`src/rtl/framebuffer_reader.sv`:
```
// framebuffer_reader: Avalon-MM read master streaming one frame of pixels into the pixel FIFO
module framebuffer_reader #(
  parameter int          HDISP     = 800,
  parameter int          VDISP     = 480,
  parameter logic [31:0] BASE_ADDR = 32'h0
) (
  input  logic        sys_clk,
  input  logic        sys_rst,
  input  logic        start,
  output logic [31:0] avm_address,
  output logic        avm_read,
  input  logic        avm_waitrequest,
  input  logic [31:0] avm_readdata,
  input  logic        avm_readdatavalid,
  input  logic        fifo_almost_full,
  output logic [31:0] fifo_wdata,
  output logic        fifo_winc,
  output logic        busy,
  output logic        frame_done
);
  localparam int N  = HDISP * VDISP;
  localparam int IW = $clog2(N);
  typedef enum logic [2:0] {IDLE, HOLD, REQ, WAIT, WR} state_t;
  state_t        state_q, state_d;
  logic [IW-1:0] idx_q, idx_d;
  logic [31:0]   wdata_q, wdata_d;
  logic          done_q, done_d;
  logic          last;
  assign last = idx_q == IW'(N - 1);
  // WR is the FIFO write cycle; it also gives the 3-cycle minimum word spacing
  always_comb begin
    state_d = state_q;
    idx_d   = idx_q;
    wdata_d = wdata_q;
    done_d  = 1'b0;
    case (state_q)
      IDLE: if (start) begin
        idx_d   = '0;
        state_d = fifo_almost_full ? HOLD : REQ;
      end
      HOLD: state_d = fifo_almost_full ? HOLD : REQ;
      REQ:  state_d = avm_waitrequest ? REQ : WAIT;
      WAIT: if (avm_readdatavalid) begin
        wdata_d = avm_readdata;
        state_d = WR;
      end
      WR: begin
        done_d  = last;
        idx_d   = last ? '0 : idx_q + 1'b1;
        state_d = last ? IDLE : (fifo_almost_full ? HOLD : REQ);
      end
      default: state_d = IDLE;
    endcase
  end
  always_ff @(posedge sys_clk or posedge sys_rst) begin
    if (sys_rst) begin
      state_q <= IDLE;
      idx_q   <= '0;
      wdata_q <= '0;
      done_q  <= 1'b0;
    end else begin
      state_q <= state_d;
      idx_q   <= idx_d;
      wdata_q <= wdata_d;
      done_q  <= done_d;
    end
  end
  assign avm_read    = state_q == REQ;
  assign avm_address = BASE_ADDR + (32'(idx_q) << 2);
  assign fifo_winc   = state_q == WR;
  assign fifo_wdata  = wdata_q;
  assign busy        = state_q != IDLE;
  assign frame_done  = done_q;
endmodule
```
`config.mk`:
```
export PLATFORM = sky130hd
export DESIGN_NAME = framebuffer_reader
export DESIGN_NICKNAME = d
export VERILOG_FILES = /design/src/rtl/framebuffer_reader.sv
export SDC_FILE = /design/constraint.sdc
export NUM_CORES = 1
export LEC_CHECK = 0
export ABC_AREA = 1
export BUFFER_PORTS_ARGS = -buffer_cell sky130_fd_sc_hd__buf_2
export CAP_MARGIN = 20
export CORE_UTILIZATION = 34
export DETAILED_ROUTE_END_ITERATION = 8
export PLACE_DENSITY = 0.69
export SYNTH_ARGS = -nofsm -noshare
export SYNTH_HDL_FRONTEND = slang
export SYNTH_SLANG_ARGS = --single-unit
export TNS_END_PERCENT = 30
```
`constraint.sdc`:
```
create_clock -name sys_clk -period 1.8 [get_ports sys_clk]
set_input_delay 0.18 -clock sys_clk [delete_from_list [all_inputs] [get_ports sys_clk]]
set_output_delay 0.18 -clock sys_clk [all_outputs]
set_load 0.05 [all_outputs]
```
==> metrics.txt <==
DP Worst Slack -0.01382 ns; Seq pwr share 0.345; worst skew pair latency 0.31 ns; TritonCTS clock tree built; DRC Markers 0; hpwl dp 5120 um; placed cells 551; worst hold path type primary input to flop; GRT Residual Overflow 0; number of max-cap violations 0; routed length on met3 632 um; outcome finished clean; PwrDens 1514 mW/mm^2; Routed Antenna Nets 0; Worst Tran Pin Value 0.5579 ns; Sw Share 0.5092; NetSw 0.002670 W; Clk pwr share 0.159; Initial Util 0.3552; clock sinks 55; sequential area share after synthesis 0.4937; global-route wire length before repair 11450 um; CP Max Fanout 5; total number of vias 2626; Peak VDD IR 0.0008647 V; Area Growth Syn to Fin 24.24%; ant diodes 0; Ys Warns 0; post-synth cell types 33; Slew Viols, Final 0; syn_area_per_cell 7.722 um^2; total global-route track usage 0.1703; Core ar. 0.007848 mm^2; met1 wire length 3093 um; CTS Root Cell clkbuf_8; I/O pin total 106; Via density 4.689; I/O Buffers 92; routed wl met2 3060 um; max layer used met4; PnR worst setup slack 0.1292 ns; Placer Congestion 0.8573; RSZ-0062 raised after global routing no; die footprint 0.008566 mm^2; Worst Clk Skew 0.006794 ns; Detailed Routing Iterations Pass 1 4; wire per inst 12.33 um; Worst Path Arrival 1.86 ns; fin cells 560; share of cells above drive strength 1 0.2817; initial antenna violation count 0; TritonCTS buffer count 5; achievable frequency 598.5 MHz; vias in the first global route 2509; Routed WL 6907 um; Core Rows 32; Static Leak 1.910 nW; Die H 92.55 um; CP endpoint kind flop; clk buf depth 2; H-tree depth 2; internal power 0.002574 W; Synth Register Bits 55; die width 92.55 um; CP required 1.99 ns; max_slew headroom 0.6280; largest net degree at the start of global routing 34; Combinational Power Share 0.495; synthesized area 0.002788 mm^2; Detailed Route Iter0 Violations 106; Period minus WS final 1.671 ns; final hold vios 0; Final period util 0.9282; nets 496; Setup crit start kind flop; Crit Path Category flop to flop; Core Util, Final 0.4413; Synth Instances 361; final setup vio count 0; Reg clk slew, reported paths 0.10 ns
-- worst max-delay path, stage by stage (launching register included) --
cell	delay [ns]
dfrtp_2	0.41
ha_1	0.26
nand3_2	0.16
nor2_4	0.24
inv_2	0.06
o21ai_1	0.32
o22ai_1	0.11
-- registers in the layout (all words and copies together), names as in the netlist --
register and flops:
fifo_wdata 32, idx_q 19, state_q 3, frame_done 1
-- final timing paths --
kind,from,to,slack [ns],depth (start not counted)
worst min register to register,fifo_wdata[20],fifo_wdata[20],0.48,2
min in group asynchronous,sys_rst,fifo_wdata[10],0.41,3
worst max-delay path,idx_q[1],idx_q[3],0.13,6
max in group asynchronous,sys_rst,frame_done,0.89,4
worst min-delay path,avm_readdata[23],fifo_wdata[23],0.05,3
worst max register to register,idx_q[1],idx_q[3],0.13,6
-- logic make-up (layout without fill, tap and decap cells) --
logic type | Yosys count | count (layout) | synth area share
and+or+nand+nor | 230 | 230 | 0.3573
DFF | 55 | 55 | 0.4937
AOI/OAI and AO/OA | 18 | 18 | 0.03546
adders and majority gates | 1 | 1 | 0.004488
other | 1 | 13 | 0.001345
xor gates and xnor gates | 7 | 7 | 0.02199
buffers and inverters | 49 | 134 | 0.08572
-- power by group through the flow --
stage	logic (W)	clock network [W]	registers [W]
2_1_floorplan	0.000834	0	0.00299
3_3_place_gp	0.00257	0	0.00181
3_5_place_dp	0.00262	0	0.00181
4_1_cts	0.00261	0.000862	0.00181
5_1_grt	0.00277	0.000906	0.00185
6_report	0.00260	0.000835	0.00181
-- Yosys cell counts (all sizes together) --
library cell,instances,area share
nand3b,1,0.0027
dfrtp,55,0.49
inv,28,0.038
o21a,1,0.0027
or2,1,0.0022
nor2,30,0.056
and2,1,0.0022
buf,17,0.042
ha,1,0.0045
nand3,20,0.042
nor3,6,0.013
o21bai,1,0.0027
xor2,4,0.013
xnor2,3,0.0094
clkbuf,4,0.0058
a21oi,1,0.0018
nand2,164,0.22
o22ai,3,0.0067
nand4,6,0.013
and2b,1,0.0031
o21ai,12,0.022
conb,1,0.0013
-- stage by stage --
step                      area [um^2]  hold WS, ns  setup TNS, ns  power (W)
after CTS                        3463      0.04427              0   0.005285
final                            3463      0.05265              0   0.005245
after global placement           3338       0.1868              0   0.004384
after floorplan                  2834       0.2896              0   0.003826
after global routing             3463      0.03868              0   0.005524
after detailed placement         3338       0.1941       -0.01559   0.004430
-- routing by layer --
metal | global-route usage | vias to the layer above
met2 | 0.2704 | 128
li1 | - | 1285
met1 | 0.2246 | 1198
met3 | 0.04680 | 15
met5 | 0 | -
met4 | 0.05469 | 0
-- layout by cell type, fill, tap and decap left out, drive strengths merged, types with 3 or more instances in the layout --
| cell | n |
|---|---|
| dfrtp | 55 |
| nand3 | 20 |
| xor2 | 4 |
| nor3 | 6 |
| conb | 13 |
| o22ai | 3 |
| xnor2 | 3 |
| nand4 | 6 |
| nor2 | 30 |
| clkbuf | 6 |
| inv | 29 |
| nand2 | 164 |
| buf | 97 |
| o21ai | 12 |
-- final cells by class --
cell class,instances,area [um^2]
tap,102,127.6
sequential,55,1378
clock inverter,2,38.79
timing repair buffer,98,520.5
clock buffer,6,72.57
inverter,28,105.1
fill,808,4384
multi-input combinational,269,1221
-- what timing repair did --
item	CTS	global route
setup buffers	0	0
hold endpoints to repair	16	0
endpoints found under the setup margin	4	0
hold buffers	1	0
resized for setup	1	0
No activity file was read; power rests on OpenSTA's default activity.
